$ cat src/rtl/vga_capture_pkg.sv
// Shared VGA timing constants, write-beat payload and capture FSM state type.
package vga_capture_pkg;

    localparam int unsigned H_SYNC   = 96;
    localparam int unsigned H_BP     = 48;
    localparam int unsigned H_ACTIVE = 640;
    localparam int unsigned H_FP     = 16;
    localparam int unsigned V_SYNC   = 2;
    localparam int unsigned V_BP     = 33;
    localparam int unsigned V_ACTIVE = 480;
    localparam int unsigned V_FP     = 10;

    localparam int unsigned ADDR_W = 32;
    localparam int unsigned DATA_W = 16;
    localparam int unsigned BEAT_W = ADDR_W + DATA_W;

    typedef struct packed {
        int unsigned h_sync_len;
        int unsigned h_bp;
        int unsigned h_active;
        int unsigned h_fp;
        int unsigned v_sync_len;
        int unsigned v_bp;
        int unsigned v_active;
        int unsigned v_fp;
    } vga_timing_t;

    localparam vga_timing_t VGA_640X480 = '{
        h_sync_len: H_SYNC, h_bp: H_BP, h_active: H_ACTIVE, h_fp: H_FP,
        v_sync_len: V_SYNC, v_bp: V_BP, v_active: V_ACTIVE, v_fp: V_FP
    };

    function automatic int unsigned h_total(input vga_timing_t t);
        return t.h_sync_len + t.h_bp + t.h_active + t.h_fp;
    endfunction

    function automatic int unsigned v_total(input vga_timing_t t);
        return t.v_sync_len + t.v_bp + t.v_active + t.v_fp;
    endfunction

    function automatic int unsigned frame_pixels(input vga_timing_t t);
        return t.h_active * t.v_active;
    endfunction

    localparam int unsigned H_TOTAL      = h_total(VGA_640X480);
    localparam int unsigned V_TOTAL      = v_total(VGA_640X480);
    localparam int unsigned FRAME_PIXELS = frame_pixels(VGA_640X480);

    typedef struct packed {
        logic [ADDR_W-1:0] addr;
        logic [DATA_W-1:0] data;
    } wr_beat_t;

    typedef enum logic {
        UNLOCKED = 1'b0,
        LOCKED   = 1'b1
    } cap_state_t;

endpackage

$ cat src/rtl/vga_capture_if.sv
// Frame-buffer write port: valid/ready with byte address and 16-bit pixel word.
interface vga_capture_if;
    import vga_capture_pkg::*;

    logic              wr_valid;
    logic              wr_ready;
    logic [ADDR_W-1:0] wr_addr;
    logic [DATA_W-1:0] wr_data;

    modport master (output wr_valid, output wr_addr, output wr_data, input wr_ready);
    modport slave  (input wr_valid, input wr_addr, input wr_data, output wr_ready);

endinterface

$ cat src/rtl/vga_capture_fifo.sv
// Synchronous skid FIFO for captured pixel writes; DEPTH must be a power of 2.
module vga_capture_fifo #(
    parameter int unsigned WIDTH = 48,
    parameter int unsigned DEPTH = 4
) (
    input  logic             clk,
    input  logic             rst_n,
    input  logic             push,
    input  logic             pop,
    input  logic [WIDTH-1:0] din,
    output logic             full,
    output logic             empty,
    output logic [WIDTH-1:0] head
);

    localparam int unsigned AW = (DEPTH > 1) ? $clog2(DEPTH) : 1;
    localparam int unsigned CW = $clog2(DEPTH + 1);

    logic [WIDTH-1:0] mem [DEPTH];
    logic [AW-1:0]    wr_ptr;
    logic [AW-1:0]    rd_ptr;
    logic [CW-1:0]    count;
    logic             do_push;
    logic             do_pop;

    assign full    = (count == CW'(DEPTH));
    assign empty   = (count == '0);
    assign head    = mem[rd_ptr];
    assign do_pop  = pop && !empty;
    // A pop in the same cycle frees the slot, so a push into a full FIFO still lands.
    assign do_push = push && (!full || do_pop);

    always_ff @(posedge clk or negedge rst_n) begin
        if (!rst_n) begin
            mem    <= '{default: '0};
            wr_ptr <= '0;
            rd_ptr <= '0;
            count  <= '0;
        end else begin
            if (do_push) begin
                mem[wr_ptr] <= din;
                wr_ptr      <= wr_ptr + AW'(1);
            end
            if (do_pop) begin
                rd_ptr <= rd_ptr + AW'(1);
            end
            case ({do_push, do_pop})
                2'b10:   count <= count + CW'(1);
                2'b01:   count <= count - CW'(1);
                default: count <= count;
            endcase
        end
    end

endmodule

$ cat src/rtl/vga_capture.sv
// VGA stream capture: locks to incoming sync timing and writes active pixels to memory.
// Define VGA_CAPTURE_STATS_EN to add the frame_cnt / lock_err_cnt statistics outputs.
module vga_capture
    import vga_capture_pkg::*;
#(
    parameter vga_timing_t TIMING     = VGA_640X480,
    parameter logic        SYNC_POL   = 1'b0,
    parameter int unsigned ADDR_SHIFT = 4,
    parameter int unsigned FIFO_DEPTH = 4
) (
    input  logic         clk,
    input  logic         rst_n,
    input  logic         pix_ce,
    input  logic         h_sync,
    input  logic         v_sync,
    input  logic [3:0]   Red,
    input  logic [3:0]   Green,
    input  logic [3:0]   Blue,
    vga_capture_if.master wr,
    output logic         locked,
    output logic         frame_done,
    output logic         overflow,
    input  logic         clr_ovf
`ifdef VGA_CAPTURE_STATS_EN
    ,
    output logic [15:0]  frame_cnt,
    output logic [7:0]   lock_err_cnt
`endif
);

    localparam int unsigned HT    = h_total(TIMING);
    localparam int unsigned VT    = v_total(TIMING);
    localparam int unsigned FP    = frame_pixels(TIMING);
    localparam int unsigned H_LO  = TIMING.h_sync_len + TIMING.h_bp;
    localparam int unsigned H_HI  = H_LO + TIMING.h_active;
    localparam int unsigned V_LO  = TIMING.v_sync_len + TIMING.v_bp;
    localparam int unsigned V_HI  = V_LO + TIMING.v_active;
    localparam int unsigned H_MAX = 2 * HT;
    localparam int unsigned V_MAX = 2 * VT;
    localparam int unsigned HW    = $clog2(H_MAX + 1);
    localparam int unsigned VW    = $clog2(V_MAX + 1);
    localparam int unsigned IW    = $clog2(FP);

    logic          smp_vld;
    logic          hs_q, hs_p, vs_q, vs_p;
    logic [11:0]   rgb_q;

    cap_state_t    state_q, state_nxt;
    logic [HW-1:0] h_cnt, h_nxt;
    logic [VW-1:0] v_cnt, v_nxt;
    logic [IW-1:0] idx_q, idx_nxt;
    logic          hs_edge, vs_edge, lock_err, in_win, push_due;
    logic          frame_done_nxt, overflow_nxt;

    logic          fifo_full, fifo_empty, pop;
    wr_beat_t      beat_in, beat_out;

    // Input sampling stage; the previous sync level is kept for edge detection.
    always_ff @(posedge clk or negedge rst_n) begin
        if (!rst_n) begin
            smp_vld <= 1'b0;
            hs_q    <= ~SYNC_POL;
            hs_p    <= ~SYNC_POL;
            vs_q    <= ~SYNC_POL;
            vs_p    <= ~SYNC_POL;
            rgb_q   <= '0;
        end else begin
            smp_vld <= pix_ce;
            if (pix_ce) begin
                hs_p  <= hs_q;
                hs_q  <= h_sync;
                vs_p  <= vs_q;
                vs_q  <= v_sync;
                rgb_q <= {Red, Green, Blue};
            end
        end
    end

    // Timing tracking, lock FSM and capture decision for the sample just registered.
    always_comb begin
        hs_edge        = 1'b0;
        vs_edge        = 1'b0;
        h_nxt          = h_cnt;
        v_nxt          = v_cnt;
        lock_err       = 1'b0;
        in_win         = 1'b0;
        push_due       = 1'b0;
        state_nxt      = state_q;
        idx_nxt        = idx_q;
        frame_done_nxt = 1'b0;
        overflow_nxt   = overflow;

        if (smp_vld) begin
            hs_edge = (hs_q == SYNC_POL) && (hs_p != SYNC_POL);
            vs_edge = (vs_q == SYNC_POL) && (vs_p != SYNC_POL);
            if (hs_edge) begin
                h_nxt = '0;
            end else if (h_cnt != HW'(H_MAX)) begin
                h_nxt = h_cnt + HW'(1);
            end
            if (vs_edge) begin
                v_nxt = '0;
            end else if (hs_edge && (v_cnt != VW'(V_MAX))) begin
                v_nxt = v_cnt + VW'(1);
            end
            lock_err = (hs_edge && (h_cnt != HW'(HT - 1))) || (h_nxt == HW'(H_MAX));
            in_win   = (h_nxt >= HW'(H_LO)) && (h_nxt < HW'(H_HI)) &&
                       (v_nxt >= VW'(V_LO)) && (v_nxt < VW'(V_HI));
        end

        case (state_q)
            UNLOCKED: begin
                if (vs_edge) state_nxt = LOCKED;
            end
            LOCKED: begin
                push_due = smp_vld && in_win && !lock_err;
                if (lock_err) state_nxt = UNLOCKED;
            end
            default: state_nxt = UNLOCKED;
        endcase

        // Dropped pixels still advance the index so later pixels keep their address.
        if (push_due) begin
            frame_done_nxt = (idx_q == IW'(FP - 1));
            idx_nxt        = frame_done_nxt ? '0 : idx_q + IW'(1);
        end
        if (vs_edge || (state_nxt == UNLOCKED)) idx_nxt = '0;

        if (push_due && fifo_full && !pop) begin
            overflow_nxt = 1'b1;
        end else if (clr_ovf) begin
            overflow_nxt = 1'b0;
        end
    end

    always_ff @(posedge clk or negedge rst_n) begin
        if (!rst_n) begin
            state_q    <= UNLOCKED;
            h_cnt      <= '0;
            v_cnt      <= '0;
            idx_q      <= '0;
            locked     <= 1'b0;
            frame_done <= 1'b0;
            overflow   <= 1'b0;
        end else begin
            state_q    <= state_nxt;
            h_cnt      <= h_nxt;
            v_cnt      <= v_nxt;
            idx_q      <= idx_nxt;
            locked     <= (state_nxt == LOCKED);
            frame_done <= frame_done_nxt;
            overflow   <= overflow_nxt;
        end
    end

    assign beat_in.addr = ADDR_W'(32'(idx_q) << ADDR_SHIFT);
    assign beat_in.data = {4'h0, rgb_q};
    assign pop          = !fifo_empty && wr.wr_ready;

    vga_capture_fifo #(
        .WIDTH (BEAT_W),
        .DEPTH (FIFO_DEPTH)
    ) u_fifo (
        .clk   (clk),
        .rst_n (rst_n),
        .push  (push_due),
        .pop   (pop),
        .din   (beat_in),
        .full  (fifo_full),
        .empty (fifo_empty),
        .head  (beat_out)
    );

    assign wr.wr_valid = !fifo_empty;
    assign wr.wr_addr  = beat_out.addr;
    assign wr.wr_data  = beat_out.data;

`ifdef VGA_CAPTURE_STATS_EN
    // Frame and lock-loss statistics.
    always_ff @(posedge clk or negedge rst_n) begin
        if (!rst_n) begin
            frame_cnt    <= '0;
            lock_err_cnt <= '0;
        end else begin
            if (frame_done_nxt) frame_cnt <= frame_cnt + 16'd1;
            if ((state_q == LOCKED) && (state_nxt == UNLOCKED) && (lock_err_cnt != 8'hFF)) begin
                lock_err_cnt <= lock_err_cnt + 8'd1;
            end
        end
    end
`endif

endmodule

$ cat src/flat_wrapper.sv
// flat-port wrapper written by rule: the top's interface ports become plain ports
module vga_capture_flat import vga_capture_pkg::*;
#(
    parameter vga_timing_t TIMING     = VGA_640X480,
    parameter logic        SYNC_POL   = 1'b0,
    parameter int unsigned ADDR_SHIFT = 4,
    parameter int unsigned FIFO_DEPTH = 4
)
  (clk, rst_n, pix_ce, h_sync, v_sync, Red, Green, Blue, locked, frame_done, overflow, clr_ovf, wr_wr_valid, wr_wr_addr, wr_wr_data, wr_wr_ready);
  vga_capture_if wr_i ();
  input  logic clk;
  input  logic rst_n;
  input  logic pix_ce;
  input  logic h_sync;
  input  logic v_sync;
  input  logic [3:0] Red;
  input  logic [3:0] Green;
  input  logic [3:0] Blue;
  output logic locked;
  output logic frame_done;
  output logic overflow;
  input  logic clr_ovf;
  output wire logic [$bits(wr_i.wr_valid)-1:0] wr_wr_valid;
  output wire logic [$bits(wr_i.wr_addr)-1:0] wr_wr_addr;
  output wire logic [$bits(wr_i.wr_data)-1:0] wr_wr_data;
  input wire logic [$bits(wr_i.wr_ready)-1:0] wr_wr_ready;
  assign wr_wr_valid = wr_i.wr_valid;
  assign wr_wr_addr = wr_i.wr_addr;
  assign wr_wr_data = wr_i.wr_data;
  assign wr_i.wr_ready = wr_wr_ready;
  vga_capture #(.TIMING(TIMING), .SYNC_POL(SYNC_POL), .ADDR_SHIFT(ADDR_SHIFT), .FIFO_DEPTH(FIFO_DEPTH)) u_core (.clk(clk), .rst_n(rst_n), .pix_ce(pix_ce), .h_sync(h_sync), .v_sync(v_sync), .Red(Red), .Green(Green), .Blue(Blue), .wr(wr_i), .locked(locked), .frame_done(frame_done), .overflow(overflow), .clr_ovf(clr_ovf));
endmodule
$ cat config.mk
export PLATFORM = sky130hd
export DESIGN_NAME = vga_capture_flat
export DESIGN_NICKNAME = d
export VERILOG_FILES = /design/src/rtl/vga_capture_pkg.sv /design/src/rtl/vga_capture_if.sv /design/src/rtl/vga_capture_fifo.sv /design/src/rtl/vga_capture.sv /design/src/flat_wrapper.sv
export SDC_FILE = /design/constraint.sdc
export NUM_CORES = 1
export LEC_CHECK = 0
export CORE_MARGIN = 10
export CORE_UTILIZATION = 46
export DETAILED_ROUTE_END_ITERATION = 16
export PLACE_DENSITY_LB_ADDON = 0.25
export RECOVER_POWER = 50
export SYNTH_ARGS = -nofsm -noshare
export SYNTH_HDL_FRONTEND = slang
export SYNTH_HIERARCHICAL = 1
export SYNTH_SLANG_ARGS = --single-unit
$ cat constraint.sdc
create_clock -name clk -period 3.6 [get_ports clk]
set_input_delay 0.36 -clock clk [delete_from_list [all_inputs] [get_ports clk]]
set_output_delay 0.36 -clock clk [all_outputs]
set_load 0.05 [all_outputs]
==> impl_metrics.env <==
export IMPL_status="finished, violations left"
export IMPL_failed_checks="max-capacitance violations, max-slew violations"
export IMPL_cp_max_fo=7
export IMPL_synth_compound_area_share_pct=5.77
export IMPL_worstHoldEndpoint="u_core/rgb_q[10]"
export IMPL_power_switching_mw=2.45
export IMPL_wire_per_inst_um=18.6
export IMPL_dp_hpwl_um=16800
export IMPL_die_x_um=186
export IMPL_via_per_inst=5.48
export IMPL_end_kind="flop"
export IMPL_hold_depth=2
export IMPL_dr_max_layer_used="met4"
export IMPL_drv_cap=1
export IMPL_tns_ns=0
export IMPL_power_frac_clock_pct=36.3
export IMPL_slew_headroom_pct=-36.4
export IMPL_synthAdderAreaFrac_pct=1.15
export IMPL_setup_viol=0
export IMPL_power_leakage_nw=6.82
export IMPL_drtIter0Drc=471
export IMPL_intPower_mw=5.65
export IMPL_route_detailed_drc=0
export IMPL_r2r_end="u_core/u_fifo/count[2]"
export IMPL_rrSetupSlack_ns=0.23
export IMPL_worstSetupStartpointType="flop"
export IMPL_synthFlopType="dfrtp_1"
export IMPL_crit_path_cell_trace="ha_2 > and4b_2 > nand4_2 > xnor2_1 > or4b_1 > a31o_1 > a211oi_4 > buf_4 > nand2b_1 > ha_1 > inv_1 > fa_1 > xor2_1 > nor2_1 > xor2_1"
export IMPL_portBuffers=70
export IMPL_ant_nets=0
export IMPL_rows=60
export IMPL_drtPass1Iterations=4
export IMPL_grt_use_total_pct=15.4
export IMPL_seq_area_frac_synth_pct=51.5
export IMPL_p_sw_share_pct=30.2
export IMPL_muxShareOfSynthArea_pct=30.4
export IMPL_place_congestion=0.858
export IMPL_startpoint="u_core/v_cnt[0]"
export IMPL_first_global_vias=8063
export IMPL_drt_wl_total_um=25900
export IMPL_drive_gt1_share_pct=35.3
export IMPL_yosysTopAreaCellShare_pct=50.6
export IMPL_hold_start="Red[2]"
export IMPL_yosys_area_top_type="dfrtp_1"
export IMPL_met2_length_um=12300
export IMPL_ys_ff_latch=260
export IMPL_yosys_top_cells_area="dfrtp_1 51%, mux2_2 12%, mux2_4 9.5%, mux4_2 8.5%, nand2_1 1.1%"
export IMPL_synth_xor_area_share_pct=1.11
export IMPL_synth_cell_types=65
export IMPL_hold_viol_final=0
export IMPL_worstPathArrival_ns=3.79
export IMPL_synth_simple_gate_area_share_pct=6.73
export IMPL_wl_met1_um=12200
export IMPL_fin_hold_ws_ns=0.424
export IMPL_p_comb_share_pct=23.2
export IMPL_netlist_top_cells_count="256 x dfrtp_1, 134 x mux2_2, 80 x mux2_4"
export IMPL_cts_buffer_depth=3
export IMPL_initial_utilization_pct=46.8
export IMPL_worst_endpoint_required_ns=4.02
export IMPL_core_um2=27000
export IMPL_critPathKind="reg -> reg"
export IMPL_post_route_period_util_pct=93.6
export IMPL_max_freq_mhz=297
export IMPL_pwr_share_seq_pct=40.5
export IMPL_synthCells=885
export IMPL_clk_latency_ns=0.54
export IMPL_h_tree_depth=1
export IMPL_synth_top_family_by_area="multiplexers"
export IMPL_synth_most_common_cell="dfrtp_1"
export IMPL_p_per_area_nw_per_um2=535
export IMPL_r2r_cells=15
export IMPL_min_path_type="in -> reg"
export IMPL_wl_met3_um=969
export IMPL_ctsRootBufferMaster="clkbuf_16"
export IMPL_vias=7656
export IMPL_antenna_cells=0
export IMPL_fin_util_pct=56.1
export IMPL_fin_nets=1066
export IMPL_cts_made_buffers=28
export IMPL_pin_count=71
export IMPL_yosys_warnings=6
export IMPL_path_common_cell="xor2_1"
export IMPL_worst_pin_slew_ns=2.05
export IMPL_overflow=0
export IMPL_rsz0062_at_grt="false"
export IMPL_grt_max_degree=84
export IMPL_period_needed_ns=3.37
export IMPL_rr_startpoint="u_core/v_cnt[0]"
export IMPL_antenna_found_initial=0
export IMPL_critical_path_slowest_cell="or4b_1"
export IMPL_syn_area_per_cell_um2=14.3
export IMPL_async_reset_ff_share_pct=100
export IMPL_cts_sinks=260
export IMPL_fin_worst_skew_ns=0.0246
export IMPL_dieArea_um2=34500
export IMPL_cpPeakStageDelay_ns=0.46
export IMPL_syn_to_final_growth_pct=19.8
export IMPL_syn_area_um2=12700
export IMPL_grt_pass1_wl_um=43700
export IMPL_cts_tree="done"
export IMPL_ir_drop_mv=0.531
export IMPL_slew_violations=83
export IMPL_synth_edf_count=0
export IMPL_die_h_um=186
export IMPL_clk_pin_slew_ns=0.06
-- cell usage in the layout (no fill, tap or decap), types with 8 or more instances in the layout --
master / n
dfrtp_1: 254
nand2_1: 36
a21oi_1: 20
nand3_1: 14
mux2_4: 80
clkdlybuf4s50_1: 68
a311oi_1: 10
buf_4: 23
o21ai_0: 27
xor2_1: 9
mux2_2: 134
mux4_2: 48
nand4_1: 8
and3_1: 14
conb_1: 68
ha_1: 9
inv_1: 21
a31oi_1: 8
buf_12: 14
clkbuf_16: 28
nor2_1: 20
-- power by group through the flow --
| stage | registers (mW) | clock network, mW | logic [mW] |
|---|---|---|---|
| after global placement | 3.33 | 0 | 1.90 |
| final | 3.28 | 2.94 | 1.88 |
| after global routing | 3.31 | 3.14 | 2.02 |
| after floorplan | 3.21 | 0 | 1.38 |
| after detailed placement | 3.34 | 0 | 1.90 |
| after CTS | 3.29 | 3.03 | 1.91 |
-- flip-flops by register name (all words and copies together) (netlist names), 2 cells and up --
signal and cells:
u_core/u_fifo/count 3, u_core/u_fifo/wr_ptr 2, u_core/rgb_q 12, u_core/h_cnt 11, u_core/u_fifo/rd_ptr 2, u_core/u_fifo/mem 192
u_core/v_cnt 11, u_core/idx_q 19
-- critical path: cells and delay by family (launching register included) --
family          cells  cell delay, ns
simple gates        5            1.06
flops               1            0.44
buf+inv             2            0.25
xor+xnor            3            0.44
fa+ha+maj           3            0.66
compound gates      2            0.38
-- metrics by stage --
stage / cells / instance area [um^2] / power [mW] / setup WS (ns)
after global placement: 1345 / 14200 / 5.24 / 0.118
after CTS: 1396 / 15200 / 8.23 / 0.00210
after global routing: 1397 / 15200 / 8.47 / 0.0144
final: 1397 / 15200 / 8.10 / 0.232
after detailed placement: 1345 / 14200 / 5.24 / 0.0540
after floorplan: 952 / 12900 / 4.59 / 0.0540
-- cells by family (layout without fill, tap and decap cells) --
group,count (synthesis),in the layout
other,1,68
xor gates and xnor gates,16,16
and+or+nand+nor,146,146
AOI/OAI and AO/OA,106,106
DFF,260,260
buffers and inverters,78,182
adders and majority gates,11,11
muxes,267,267
-- worst max-delay path by stage --
| stage | end | slack [ns] | cells past startpoint |
|---|---|---|---|
| 6_report | u_core/u_fifo/count[2] | 0.23 | 15 |
| 4_1_cts | u_core/u_fifo/mem[30] | 0.002 | 11 |
| 2_1_floorplan | u_core/u_fifo/count[2] | 0.05 | 17 |
| 5_1_grt | u_core/u_fifo/count[2] | 0.01 | 16 |
| 3_3_place_gp | u_core/u_fifo/count[2] | 0.12 | 14 |
| 3_5_place_dp | u_core/u_fifo/mem[160] | 0.05 | 11 |
-- routing by layer --
| metal | vias up | GRT usage [%] |
|---|---|---|
| met5 | - | 0 |
| met4 | 0 | 3.13 |
| met3 | 32 | 2.34 |
| met2 | 135 | 25.1 |
| met1 | 3964 | 21.5 |
| li1 | 3525 | - |
-- layout make-up --
type / instances / area (um^2)
Timing Repair Buffer: 111 / 1170
Tap cell: 341 / 427
Fill cell: 2205 / 11900
Clock inverter: 12 / 175
Inverter: 21 / 78.8
Multi-Input combinational cell: 614 / 6010
Sequential cell: 260 / 6520
Clock buffer: 38 / 778
-- what timing repair did --
action / 4_1_cts / 5_1_grt
endpoints found under the setup margin: 0 / 203
resized for setup: 0 / 4
endpoints found under the hold margin: 76 / 0
hold buffers: 1 / 0
setup buffers: 0 / 1
(Power assumes the default switching activity.)
